==> config.mk <==
export PLATFORM = sky130hd
export DESIGN_NAME = orientation_histogram
export DESIGN_NICKNAME = d
export VERILOG_FILES = /design/src/rtl/orientation_histogram.sv
export SDC_FILE = /design/constraint.sdc
export NUM_CORES = 1
export LEC_CHECK = 0
export BUFFER_PORTS_ARGS = -buffer_cell sky130_fd_sc_hd__buf_2
export CAP_MARGIN = 30
export CORE_AREA = 2 2 132 134
export DETAILED_ROUTE_END_ITERATION = 7
export DIE_AREA = 0 0 134 136
export PLACE_DENSITY = 0.83
export RECOVER_POWER = 50
export SYNTH_ARGS = -nofsm -noshare
export SYNTH_HDL_FRONTEND = slang
export SYNTH_SLANG_ARGS = --single-unit
==> constraint.sdc <==
create_clock -name clk_in -period 5.45 [get_ports clk_in]
set_input_delay 0.545 -clock clk_in [delete_from_list [all_inputs] [get_ports clk_in]]
set_output_delay 0.545 -clock clk_in [all_outputs]
set_load 0.01 [all_outputs]
==> src/rtl/orientation_histogram.sv <==
// ============================================================================
//  Module      : orientation_histogram
//  Description : Streams a WIN x WIN gradient patch around a keypoint and
//                accumulates L1 magnitudes into 8 orientation bins.
//  Revision    : 1.0 - initial release
// ============================================================================
`default_nettype none

module orientation_histogram #(
    parameter int WIDTH     = 64,
    parameter int HEIGHT    = 64,
    parameter int BIT_DEPTH = 8,
    parameter int WIN       = 4,
    localparam int ACC_WIDTH = BIT_DEPTH + 1 + 2 * $clog2(WIN)
) (
    input  logic                              clk_in,
    input  logic                              rst_in,
    input  logic [$clog2(WIDTH)-1:0]          kp_x,
    input  logic [$clog2(HEIGHT)-1:0]         kp_y,
    input  logic                              kp_valid,
    output logic                              kp_ready,
    output logic [$clog2(WIDTH*HEIGHT)-1:0]   grad_read_addr,
    output logic                              grad_read_valid,
    input  logic [BIT_DEPTH-1:0]              x_grad_in,
    input  logic [BIT_DEPTH-1:0]              y_grad_in,
    output logic [8*ACC_WIDTH-1:0]            hist_bins,
    output logic                              hist_valid
);

    localparam int XW = $clog2(WIDTH);
    localparam int YW = $clog2(HEIGHT);
    localparam int AW = $clog2(WIDTH * HEIGHT);
    localparam int CW = $clog2(WIN);
    localparam int MW = BIT_DEPTH + 1;

    localparam logic [XW-1:0] c_HALF_X   = XW'(WIN / 2);
    localparam logic [YW-1:0] c_HALF_Y   = YW'(WIN / 2);
    localparam logic [XW-1:0] c_MAX_X0   = XW'(WIDTH - WIN);
    localparam logic [YW-1:0] c_MAX_Y0   = YW'(HEIGHT - WIN);
    localparam logic [AW-1:0] c_ROW_STEP = AW'(WIDTH - WIN + 1);
    localparam logic [CW-1:0] c_LAST     = CW'(WIN - 1);

    localparam logic [1:0] c_IDLE   = 2'd0;
    localparam logic [1:0] c_STREAM = 2'd1;
    localparam logic [1:0] c_DONE   = 2'd2;

    logic [1:0]            r_state;
    logic [1:0]            w_state_next;
    logic                  w_accept;
    logic [XW-1:0]         w_x0;
    logic [YW-1:0]         w_y0;
    logic [AW-1:0]         w_origin_addr;
    logic [CW-1:0]         r_col;
    logic [CW-1:0]         r_row;
    logic                  w_last_addr;
    logic [1:0]            r_vpipe;
    logic [MW-1:0]         w_gx_ext;
    logic [MW-1:0]         w_gy_ext;
    logic [MW-1:0]         w_ax;
    logic [MW-1:0]         w_ay;
    logic [MW-1:0]         w_mag;
    logic [1:0]            w_quad;
    logic [2:0]            w_sel;
    logic [ACC_WIDTH-1:0]  r_bins [8];

    assign w_accept = (r_state == c_IDLE) && kp_valid;

    // Patch origin is clamped so the whole window stays inside the image.
    always_comb begin
        w_x0 = kp_x - c_HALF_X;
        if (kp_x < c_HALF_X)
            w_x0 = '0;
        else if ((kp_x - c_HALF_X) > c_MAX_X0)
            w_x0 = c_MAX_X0;

        w_y0 = kp_y - c_HALF_Y;
        if (kp_y < c_HALF_Y)
            w_y0 = '0;
        else if ((kp_y - c_HALF_Y) > c_MAX_Y0)
            w_y0 = c_MAX_Y0;
    end

    assign w_origin_addr = (AW'(w_y0) * AW'(WIDTH)) + AW'(w_x0);
    assign w_last_addr   = (r_col == c_LAST) && (r_row == c_LAST);

    // State register
    always_ff @(posedge clk_in or posedge rst_in) begin
        if (rst_in)
            r_state <= c_IDLE;
        else
            r_state <= w_state_next;
    end

    // Next-state logic; the pipe draining (stage 1 set, stage 0 clear) marks the last sample
    always_comb begin
        w_state_next = r_state;
        case (r_state)
            c_IDLE:   if (kp_valid) w_state_next = c_STREAM;
            c_STREAM: if (r_vpipe[1] && !r_vpipe[0]) w_state_next = c_DONE;
            c_DONE:   w_state_next = c_IDLE;
            default:  w_state_next = c_IDLE;
        endcase
    end

    // Output logic
    always_comb begin
        kp_ready   = (r_state == c_IDLE);
        hist_valid = (r_state == c_DONE);
    end

    // Address generator and read-latency tracking
    always_ff @(posedge clk_in or posedge rst_in) begin
        if (rst_in) begin
            grad_read_addr  <= '0;
            grad_read_valid <= 1'b0;
            r_col           <= '0;
            r_row           <= '0;
            r_vpipe         <= '0;
        end else begin
            r_vpipe <= {r_vpipe[0], grad_read_valid};
            if (w_accept) begin
                grad_read_addr  <= w_origin_addr;
                grad_read_valid <= 1'b1;
                r_col           <= '0;
                r_row           <= '0;
            end else if (grad_read_valid) begin
                if (w_last_addr) begin
                    grad_read_valid <= 1'b0;
                end else if (r_col == c_LAST) begin
                    r_col          <= '0;
                    r_row          <= r_row + CW'(1);
                    grad_read_addr <= grad_read_addr + c_ROW_STEP;
                end else begin
                    r_col          <= r_col + CW'(1);
                    grad_read_addr <= grad_read_addr + AW'(1);
                end
            end
        end
    end

    // Sign-extend by one bit so |-2^(B-1)| is representable.
    assign w_gx_ext = {x_grad_in[BIT_DEPTH-1], x_grad_in};
    assign w_gy_ext = {y_grad_in[BIT_DEPTH-1], y_grad_in};
    assign w_ax     = x_grad_in[BIT_DEPTH-1] ? (~w_gx_ext + MW'(1)) : w_gx_ext;
    assign w_ay     = y_grad_in[BIT_DEPTH-1] ? (~w_gy_ext + MW'(1)) : w_gy_ext;
    assign w_mag    = w_ax + w_ay;

    // Quadrants 0..3 counter-clockwise; odd quadrants place the tie in the upper bin.
    assign w_quad = {y_grad_in[BIT_DEPTH-1], x_grad_in[BIT_DEPTH-1] ^ y_grad_in[BIT_DEPTH-1]};
    assign w_sel  = {w_quad, (w_quad[0] ? (w_ax >= w_ay) : (w_ax < w_ay))};

    generate
        for (genvar k = 0; k < 8; k++) begin : g_bin
            always_ff @(posedge clk_in or posedge rst_in) begin
                if (rst_in)
                    r_bins[k] <= '0;
                else if (w_accept)
                    r_bins[k] <= '0;
                else if (r_vpipe[1] && (w_sel == 3'(k)))
                    r_bins[k] <= r_bins[k] + ACC_WIDTH'(w_mag);
            end
            assign hist_bins[k*ACC_WIDTH +: ACC_WIDTH] = r_bins[k];
        end
    endgenerate

endmodule

`default_nettype wire

==> results_dict.tcl, run 1 <==
set metrics [dict create \
    status "finished with violations" \
    violations "capacitance limit, slew limit" \
    r2r-end "hist_bins[38]$_DFFE_PP0P_" \
    power_frac_seq 0.249 \
    finalHoldViolations 0 \
    power_density_nw_per_um2 578.3 \
    setup_viol 0 \
    h-tree-depth 4 \
    start_util 0.5893 \
    grt_pass1_vias 9068 \
    clk_latency_ns 0.43 \
    grt_max_degree 73 \
    cp-end-kind "register" \
    ctsHoldBuffers 0 \
    crit_type "in2reg" \
    finalCritPeriodShare 0.8045 \
    grt_pass1_wl_um 44570 \
    ys_ff_latch 125 \
    synth_area_sq_um 9946 \
    worst_slew_pin_slew_ns 2.649 \
    coreArea_sq_um 16880 \
    final_cells 1565 \
    fin_area_sq_um 11430 \
    crit_end "hist_bins[23]$_DFFE_PP0P_" \
    nFillCells 1430 \
    clkTransAtPathRegs_ns 0.06 \
    syn_nets 1329 \
    vdd_drop_max_mv 0.3143 \
    hpwl_um 19370 \
    async_flop_share 1.000 \
    vias 9604 \
    synth_cells 1173 \
    cts_sinks 125 \
    nNetsFinal 1483 \
    die_h_um 136 \
    gp_congestion 0.8992 \
    internal_power_uw 3524 \
    diodes 0 \
    p_leak_uw 0.005112 \
    p_total_uw 6611 \
    vias_per_cell 6.137 \
    final_antenna_net_count 0 \
    drt-total-wl_um 27230 \
    syn_area_per_cell_sq_um 8.479 \
    pin_count 150 \
    rr_worst_depth 9 \
    grt_usage 0.3052 \
    synthDistinctLibCells 66 \
    power_switching_uw 3087 \
    skew_ns 0.007216 \
    cts_resized 0 \
    power_frac_comb 0.584 \
    startpoint "x_grad_in[0]" \
    dieArea_sq_um 18220 \
    cts_tree "done" \
    die_width_um 134 \
    synth-edff-count 0 \
    final_util 0.6774 \
    r2r_start "hist_bins[26]$_DFFE_PP0P_" \
    remaining_drc_errors 0 \
    swShare 0.4670 \
    fmax_mhz 228.1 \
    grt_overflow 0 \
    dp.cells 1532 \
    worstPathMaxFanout 9 \
    drv_cap 1 \
    arrival_ns 4.70 \
    drt_iter0_markers 609 \
    min_period_ns 4.384 \
    crit_required_ns 5.77 \
    synthToLayoutAreaGrowth_pct 14.95 \
    final_max_slew_viol_count 60 \
    root_buffer "clkbuf_16" \
    placed_area_sq_um 11010 \
    drive_gt1_frac 0.07463 \
    synthFlopType "dfrtp_1" \
    rsz0062_at_grt "false" \
    maxSlewHeadroom -0.7757 \
    antenna_found_initial 0 \
    wire_per_inst_um 17.40 \
    reg2reg_slack_ns 2.75 \
    tns_ns 0 \
    ys_seq_area_frac 0.3145 \
    post_cts_buffers 0 \
    start_kind "primary input" \
    hold_class "in2reg" \
    port_buffers 149 \
    p_clk_frac 0.167 \
    cts.path.max_buffers 2 \
    ys_warn_count 0 \
    numCtsBuffers 17 \
    dr.pass1.iters 5 \
    fp-row-count 48 \
]
[critical path: stages]
cell	delay [ns]
buf_2	0.10
inv_1	0.05
ha_1	0.28
nand2_1	0.06
o21ai_0	0.18
fa_1	0.50
nor2b_1	0.15
o21ai_0	0.20
a21oi_1	0.12
o21ai_0	0.20
nor2b_1	0.24
xnor2_2	0.23
buf_6	0.23
ha_1	0.28
o21ai_0	0.09
a21oi_1	0.16
o211ai_1	0.11
a2111oi_1	0.60
a21oi_1	0.14
a31o_2	0.23
[kinds of logic (layout without fill, tap and decap cells)]
| group | Yosys count | in the layout | synth area share |
|---|---|---|---|
| xor gates and xnor gates | 57 | 57 | 0.05020 |
| AOI/OAI and AO/OA | 379 | 379 | 0.2403 |
| and+or+nand+nor | 385 | 385 | 0.1857 |
| adders and majority gates | 125 | 125 | 0.1640 |
| DFF | 125 | 125 | 0.3145 |
| buffers and inverters | 91 | 258 | 0.03548 |
| other | 2 | 2 | 0.0007551 |
| muxes | 9 | 9 | 0.009058 |
[sequential cells by signal, indices dropped and copies added, names as in the netlist]
register         flops
grad_read_valid      1
r_row                2
r_state              2
r_col                2
hist_bins          104
grad_read_addr      12
r_vpipe              2
[routing by layer]
| metal | up-vias | track usage | part of all wire |
|---|---|---|---|
| li1 | 4584 | - | - |
| met3 | 69 | 0.05220 | 0.068 |
| met1 | 4583 | 0.3932 | 0.42 |
| met2 | 368 | 0.5157 | 0.48 |
| met5 | - | 0 | 0 |
| met4 | 0 | 0.1170 | 0.029 |
[cells in the mapped netlist (all sizes together), types with 3 or more instances]
| master | number | area share |
|---|---|---|
| or4 | 12 | 0.0094 |
| o21bai | 6 | 0.0045 |
| fa | 9 | 0.018 |
| nor2 | 93 | 0.035 |
| mux2i | 9 | 0.0091 |
| dfrtp | 125 | 0.31 |
| nand4 | 3 | 0.0019 |
| o211ai | 6 | 0.0045 |
| ha | 116 | 0.15 |
| buf | 8 | 0.0042 |
| a31o | 4 | 0.0035 |
| xor2 | 13 | 0.011 |
| a21o | 11 | 0.0083 |
| and2 | 4 | 0.0025 |
| nand2 | 136 | 0.051 |
| o311ai | 3 | 0.0026 |
| a221oi | 3 | 0.0026 |
| o2111ai | 3 | 0.0026 |
| and3 | 6 | 0.0038 |
| o41ai | 4 | 0.0035 |
| nand3b | 7 | 0.0053 |
| a31oi | 14 | 0.0088 |
| nor2b | 18 | 0.011 |
| nand2b | 20 | 0.013 |
| a211oi | 29 | 0.022 |
| a211o | 6 | 0.0053 |
| nor3 | 25 | 0.014 |
| o31a | 15 | 0.013 |
| nand3 | 23 | 0.012 |
| nor4 | 7 | 0.0044 |
| a41o | 7 | 0.0070 |
| o21a | 27 | 0.020 |
| inv | 57 | 0.022 |
| or3 | 21 | 0.014 |
| o21ai | 80 | 0.040 |
| xnor2 | 44 | 0.039 |
| a21oi | 128 | 0.064 |
| o31ai | 18 | 0.014 |
| clkbuf | 26 | 0.0098 |
[power by group through the flow]
stage          Combinational [uW]  Sequential [uW]  Clock [uW]
6_report                     3860             1640        1100
5_1_grt                      4330             1680        1150
4_1_cts                      3910             1620        1120
3_5_place_dp                 3840             1630           0
3_3_place_gp                 3700             1630           0
2_1_floorplan                2710             1680           0
[placed cells by master (no fill, tap or decap), types with 6 or more instances in the layout]
cell,count
nand2_1,136
a21oi_1,128
dfrtp_1,125
clkbuf_1,119
ha_1,116
nor2_1,93
o21ai_0,79
inv_1,55
xnor2_1,42
buf_2,30
a211oi_1,29
o21a_1,27
nor3_1,23
nand3_1,23
nand2b_1,20
or3_1,20
nor2b_1,18
buf_4,18
o31ai_1,17
clkbuf_16,17
o31a_1,15
a31oi_1,14
xor2_1,13
a21o_1,11
or4_1,11
mux2i_1,9
fa_1,9
nor4_1,7
a41o_1,7
nand3b_1,7
o211ai_1,6
and3_1,6
a211o_1,6
o21bai_1,6
clkinvlp_4,6
[area by class of cell]
cell class / instances / area [sq um] / share of cell area
clock buffers: 19 / 452.9 / 0.03962
multi-input cells: 957 / 6487 / 0.5675
flip-flops and latches: 125 / 3128 / 0.2736
repair buffers: 169 / 750.7 / 0.06567
well taps: 225 / 281.5 / 0.02463
clock inverters: 13 / 116.4 / 0.01018
inverters: 57 / 215.2 / 0.01882
[how the worst min path moves through the flow]
stage	start	depth (start not counted)	slack [ns]	to
final	kp_y[0]	3	0.37	grad_read_addr[6]$_DFFE_PP0P_
after global routing	kp_y[0]	3	0.39	grad_read_addr[6]$_DFFE_PP0P_
after CTS	rst_in	2	0.28	hist_bins[50]$_DFFE_PP0P_
after detailed placement	grad_read_valid$_DFF_PP0_	0	0.42	r_vpipe[0]$_DFF_PP0_
after global placement	r_vpipe[0]$_DFF_PP0_	0	0.40	r_vpipe[1]$_DFF_PP0_
after floorplan	r_vpipe[0]$_DFF_PP0_	0	0.37	r_vpipe[1]$_DFF_PP0_
[metrics by stage]
step	worst slack (ns)	hold slack (ns)
floorplan	0.9942	0.3747
global placement	0.5780	0.4032
detailed placement	0.6708	0.4150
CTS	1.103	0.2842
global route	0.6756	0.3935
finish	1.066	0.3706
(Power assumes the default switching activity.)
==> run 2, diff against run 1 <==
--- a/config.mk
+++ b/config.mk
@@ -7,10 +7,10 @@
 export LEC_CHECK = 0
 export BUFFER_PORTS_ARGS = -buffer_cell sky130_fd_sc_hd__buf_2
 export CAP_MARGIN = 30
-export CORE_AREA = 2 2 132 134
+export CORE_AREA = 2 2 140 142
 export DETAILED_ROUTE_END_ITERATION = 7
-export DIE_AREA = 0 0 134 136
-export PLACE_DENSITY = 0.83
+export DIE_AREA = 0 0 142 144
+export PLACE_DENSITY = 0.78
 export RECOVER_POWER = 50
 export SYNTH_ARGS = -nofsm -noshare
 export SYNTH_HDL_FRONTEND = slang
==> constraint.sdc (replaced) <==
create_clock -name clk_in -period 4 [get_ports clk_in]
set_input_delay 0.4 -clock clk_in [delete_from_list [all_inputs] [get_ports clk_in]]
set_output_delay 0.4 -clock clk_in [all_outputs]
set_load 0.01 [all_outputs]
==> run 2 against run 1 <==
Against the previous run:
- the flow still finishes with violations (capacitance limit, slew limit)
- utilization is 0.90 points lower
- combinational power is 60% higher
- clock power is 59% higher
==> results_dict.tcl, run 2 (synthesized netlist as in run 1, its figures left out) <==
set metrics [dict create \
    wire_per_inst_um 17.08 \
    coreArea_sq_um 19080 \
    crit_required_ns 4.34 \
    reg2reg_slack_ns 1.46 \
    finalHoldViolations 0 \
    p_total_uw 10130 \
    start_kind "primary input" \
    grt_pass1_wl_um 47290 \
    die_width_um 142 \
    critical-path-max-stage-delay_ns 0.32 \
    start_util 0.5213 \
    dieArea_sq_um 20450 \
    cp-end-kind "register" \
    crit_top_cell "buf_4" \
    layout_commonest_cell "buf_4" \
    seqCellArea_sq_um 3128 \
    finalCritPeriodShare 0.9542 \
    rr_worst_depth 8 \
    setup_viol 0 \
    dr.pass1.iters 5 \
    p_leak_uw 0.006114 \
    final_antenna_net_count 0 \
    worstPathMaxFanout 6 \
    gp_congestion 0.9390 \
    final_max_slew_viol_count 67 \
    maxSlewHeadroom -0.9626 \
    startpoint "y_grad_in[1]" \
    die_h_um 144 \
    drt-total-wl_um 29270 \
    pin_count 150 \
    h-tree-depth 4 \
    power_density_nw_per_um2 794.7 \
    cts.path.max_buffers 2 \
    vias 10129 \
    hold_class "in2reg" \
    hpwl_um 21520 \
    largest_register_ffs 104 \
    worst_slew_pin_slew_ns 2.928 \
    nFillCells 1560 \
    drt_iter0_markers 656 \
    root_buffer "clkbuf_16" \
    cts_sinks 125 \
    port_buffers 149 \
    crit_slowest_cell "ha_1" \
    drive_gt1_frac 0.2100 \
    fp-row-count 51 \
    cp_cell_sequence "buf_2, inv_1, ha_1, nand2b_1, xnor2_2, inv_1, ha_1, nor2b_1, o21ai_1, a21oi_1, o21ai_1, buf_4, a221oi_1, buf_4, xnor2_2, buf_4, ha_1, nand2_1, o31a_1, buf_4, or3_1, a21oi_1" \
    worst_hold_slack_ns 0.2268 \
    remaining_drc_errors 0 \
    status "finished with violations" \
    vdd_drop_max_mv 0.5482 \
    numCtsBuffers 17 \
    violations "capacitance limit, slew limit" \
    crit_end "hist_bins[87]$_DFFE_PP0P_" \
    crit_type "in2reg" \
    min_period_ns 3.817 \
    placed_area_sq_um 12060 \
    cts_tree "done" \
    tns_ns 0 \
    fin_area_sq_um 12750 \
    synthToLayoutAreaGrowth_pct 28.22 \
    fmax_mhz 262.0 \
    final_util 0.6684 \
    mostFrequentLayoutCells "buf_4, nand2_1, a21oi_1, dfrtp_1, ha_1" \
    grt_pass1_vias 10026 \
    skew_ns 0.007699 \
    r2r_start "r_col[0]$_DFFE_PP0P_" \
    drv_cap 1 \
    grt_overflow 0 \
    clk_latency_ns 0.42 \
    clkTransAtPathRegs_ns 0.06 \
    diodes 0 \
    nNetsFinal 1620 \
    r2r-end "grad_read_addr[8]$_DFFE_PP0P_" \
    arrival_ns 4.15 \
    grt_usage 0.2857 \
    grt_max_degree 72 \
    antenna_found_initial 0 \
    vias_per_cell 5.910 \
    multi_input_area_sq_um 6558 \
]
## run 2: how the worst min path moves through the flow
stage | slack [ns] | end | from | cells after the start
5_1_grt | 0.24 | grad_read_addr[6]$_DFFE_PP0P_ | kp_y[0] | 3
3_5_place_dp | 0.39 | r_vpipe[1]$_DFF_PP0_ | r_vpipe[0]$_DFF_PP0_ | 0
2_1_floorplan | 0.37 | r_vpipe[1]$_DFF_PP0_ | r_vpipe[0]$_DFF_PP0_ | 0
6_report | 0.23 | grad_read_addr[6]$_DFFE_PP0P_ | kp_y[0] | 3
3_3_place_gp | 0.39 | r_vpipe[1]$_DFF_PP0_ | r_vpipe[0]$_DFF_PP0_ | 0
4_1_cts | 0.17 | hist_bins[70]$_DFFE_PP0P_ | rst_in | 2
## run 2: power by group
group / internal (uW) / switching [uW] / leakage, uW
Sequential: 1720 / 510 / 0.00162
Clock: 1150 / 597 / 0.000318
Combinational: 2900 / 3270 / 0.00418
## run 2: cell type report
type,instances,area share
clock buffers,20,0.03660
inverters,57,0.01688
multi-input cells,957,0.5142
clock inverters,11,0.01482
flip-flops and latches,125,0.2453
repair buffers,306,0.1488
well taps,238,0.02335
## run 2: routing by layer
| metal | track usage | vias up | wire length, um |
|---|---|---|---|
| li1 | - | 4857 | - |
| met1 | 0.3442 | 4869 | 12200 |
| met2 | 0.5032 | 325 | 14240 |
| met3 | 0.05232 | 78 | 1803 |
| met4 | 0.1205 | 0 | 1024 |
| met5 | 0 | - | 0 |
## run 2: worst max-delay path, delay by kind of cell
| kind | cells | cell delay, ns |
|---|---|---|
| buffers and inverters | 7 | 0.93 |
| adders and majority gates | 3 | 0.67 |
| AOI/OAI and AO/OA | 6 | 1.15 |
| and+or+nand+nor | 4 | 0.66 |
| xor gates and xnor gates | 2 | 0.35 |
## run 2: metrics by stage
step / instances / setup WS [ns]
finish: 1714 / 0.1833
global route: 1714 / -0.05500
CTS: 1711 / -0.01074
detailed placement: 1680 / -0.5258
global placement: 1680 / -0.4306
floorplan: 1173 / 0.02730
## run 2: what timing repair did
item	4_1_cts	5_1_grt
hold buffers	0	0
resized for setup	4	15
pin swaps	0	4
setup buffers	0	2
setup endpoints to repair	13	40
cloned	0	0
==> run 3, diff against run 2 <==
--- a/config.mk
+++ b/config.mk
@@ -11,7 +11,7 @@
 export DETAILED_ROUTE_END_ITERATION = 7
 export DIE_AREA = 0 0 142 144
 export PLACE_DENSITY = 0.78
-export RECOVER_POWER = 50
+export RECOVER_POWER = 25
 export SYNTH_ARGS = -nofsm -noshare
 export SYNTH_HDL_FRONTEND = slang
 export SYNTH_SLANG_ARGS = --single-unit
==> run 3 against run 2 <==
Against the previous run:
- the flow still finishes with violations (capacitance limit, slew limit)
- sequential cell count is the same
- power grew 0.44%
- critical path depth is the same
- design area grew 0.56%
- count of clock-buffer cells in the layout is the same
- clock power is essentially flat
- register-to-register slack is essentially flat
- combinational power grew 0.8%
- hold slack lost 0.0017 ns
- critical endpoint unchanged
==> results_dict.tcl, run 3 (synthesized netlist as in run 1, its figures left out) <==
set metrics [dict create \
    diodes 0 \
    fmax_mhz 262.0 \
    remaining_drc_errors 0 \
    violations "capacitance limit, slew limit" \
    min_period_ns 3.817 \
    cts_sinks 125 \
    start_kind "primary input" \
    hold_depth 3 \
    drive_gt1_frac 0.2473 \
    antenna_found_initial 0 \
    root_buffer "clkbuf_16" \
    drt_iter0_markers 647 \
    cp-end-kind "register" \
    min_from "kp_y[0]" \
    p_leak_uw 0.006320 \
    final_cells 1714 \
    mostFrequentLayoutCells "buf_4, buf_2, nand2_1, a21oi_1, dfrtp_1" \
    final_antenna_net_count 0 \
    synthToLayoutAreaGrowth_pct 28.93 \
    grt_usage 0.2857 \
    drv_cap 1 \
    grt_max_degree 72 \
    cts.path.max_buffers 2 \
    gp_congestion 0.9390 \
    r2r_start "r_col[0]$_DFFE_PP0P_" \
    grt_overflow 0 \
    vias 10122 \
    die_width_um 142 \
    hold_class "in2reg" \
    largest_register_ffs 104 \
    vias_per_cell 5.905 \
    final_max_slew_viol_count 67 \
    worstPathMaxFanout 6 \
    finalHoldViolations 0 \
    min_to "grad_read_addr[6]$_DFFE_PP0P_" \
    finalCritPeriodShare 0.9544 \
    multi_input_area_sq_um 6558 \
    dieArea_sq_um 20450 \
    pin_count 150 \
    grt_pass1_vias 10026 \
    setup_ws_ns 0.1826 \
    vdd_drop_max_mv 0.5492 \
    numCtsBuffers 17 \
    start_util 0.5213 \
    port_buffers 149 \
    pre_cts_ws_ns -0.5258 \
    worst_slew_pin_slew_ns 2.920 \
    nNetsFinal 1620 \
    skew_ns 0.009280 \
    fp-row-count 51 \
    power_density_nw_per_um2 793.7 \
    dr.pass1.iters 5 \
    cts_tree "done" \
    status "finished with violations" \
    hpwl_um 21520 \
    dp.cells 1680 \
    drt-total-wl_um 29260 \
    die_h_um 144 \
    maxSlewHeadroom -0.9575 \
    arrival_ns 4.16 \
    clkTransAtPathRegs_ns 0.06 \
    coreArea_sq_um 19080 \
    crit_required_ns 4.34 \
    reg2reg_slack_ns 1.45 \
    seqCellArea_sq_um 3128 \
    nFillCells 1534 \
    clk_latency_ns 0.43 \
    setup_viol 0 \
    crit_type "in2reg" \
    rr_worst_depth 8 \
    ctsHoldBuffers 0 \
    grt_pass1_wl_um 47290 \
    layout_commonest_cell "buf_4" \
    r2r-end "grad_read_addr[8]$_DFFE_PP0P_" \
    wire_per_inst_um 17.07 \
    h-tree-depth 4 \
]
-- run 3: per-layer routing --
metal	vias up	wire length [um]	global-route usage
li1	4844	-	-
met1	4869	12100	0.3442
met2	336	14230	0.5032
met3	73	1883	0.05232
met4	0	1050	0.1205
met5	-	0	0
-- run 3: per-stage QoR --
stage	utilization	cell area [sq um]	power, uW	TNS, ns	hold WS [ns]
2_1_floorplan	-	9966	5995	0	0.3747
3_3_place_gp	0.6319	12060	8029	-10.80	0.3881
3_5_place_dp	0.6319	12060	8243	-16.38	0.3913
4_1_cts	0.6677	12740	10090	-0.01074	0.1714
5_1_grt	0.6721	12820	10970	-0.2159	0.2386
6_report	0.6721	12820	10180	0	0.2250
-- run 3: how the worst max path moves through the flow --
stage / from / end / slack, ns / depth (start not counted)
2_1_floorplan: x_grad_in[0] / hist_bins[63]$_DFFE_PP0P_ / 0.03 / 17
3_3_place_gp: x_grad_in[0] / hist_bins[88]$_DFFE_PP0P_ / -0.43 / 21
3_5_place_dp: x_grad_in[0] / hist_bins[63]$_DFFE_PP0P_ / -0.53 / 19
4_1_cts: x_grad_in[0] / hist_bins[63]$_DFFE_PP0P_ / -0.01 / 19
5_1_grt: y_grad_in[1] / hist_bins[10]$_DFFE_PP0P_ / -0.06 / 23
6_report: y_grad_in[1] / hist_bins[87]$_DFFE_PP0P_ / 0.18 / 22
-- run 3: area by class of cell --
| class | count | area share |
|---|---|---|
| clock buffers | 20 | 0.03639 |
| multi-input cells | 957 | 0.5114 |
| well taps | 238 | 0.02322 |
| repair buffers | 306 | 0.1536 |
| inverters | 57 | 0.01678 |
| flip-flops and latches | 125 | 0.2439 |
| clock inverters | 11 | 0.01473 |
-- run 3: power breakdown --
| group | internal [uW] | leakage (uW) | switching, uW | total (uW) |
|---|---|---|---|---|
| clock network | 1150 | 0.000318 | 597 | 1750 |
| logic | 2940 | 0.00439 | 3270 | 6210 |
| registers | 1720 | 0.00162 | 503 | 2220 |
| total | 5810 | 0.00632 | 4370 | 10200 |
-- run 3: worst max-delay path: stages --
cell and delay (ns):
buf_2 0.10, inv_1 0.05, ha_1 0.18, nand2b_1 0.17, xnor2_2 0.15, inv_1 0.06, ha_1 0.31, nor2b_1 0.12
o21ai_1 0.08, a21oi_1 0.21, o21ai_1 0.12, buf_4 0.14, a221oi_1 0.30, buf_4 0.19, xnor2_2 0.20, buf_4 0.25
ha_1 0.17, nand2_1 0.06, o31a_1 0.26, buf_4 0.15, or3_1 0.31, a21oi_1 0.17
-- run 3: repair_timing --
item                       CTS  global route
setup buffers                0             2
setup endpoints to repair   13            40
pin swaps                    0             4
resized for setup            4            15
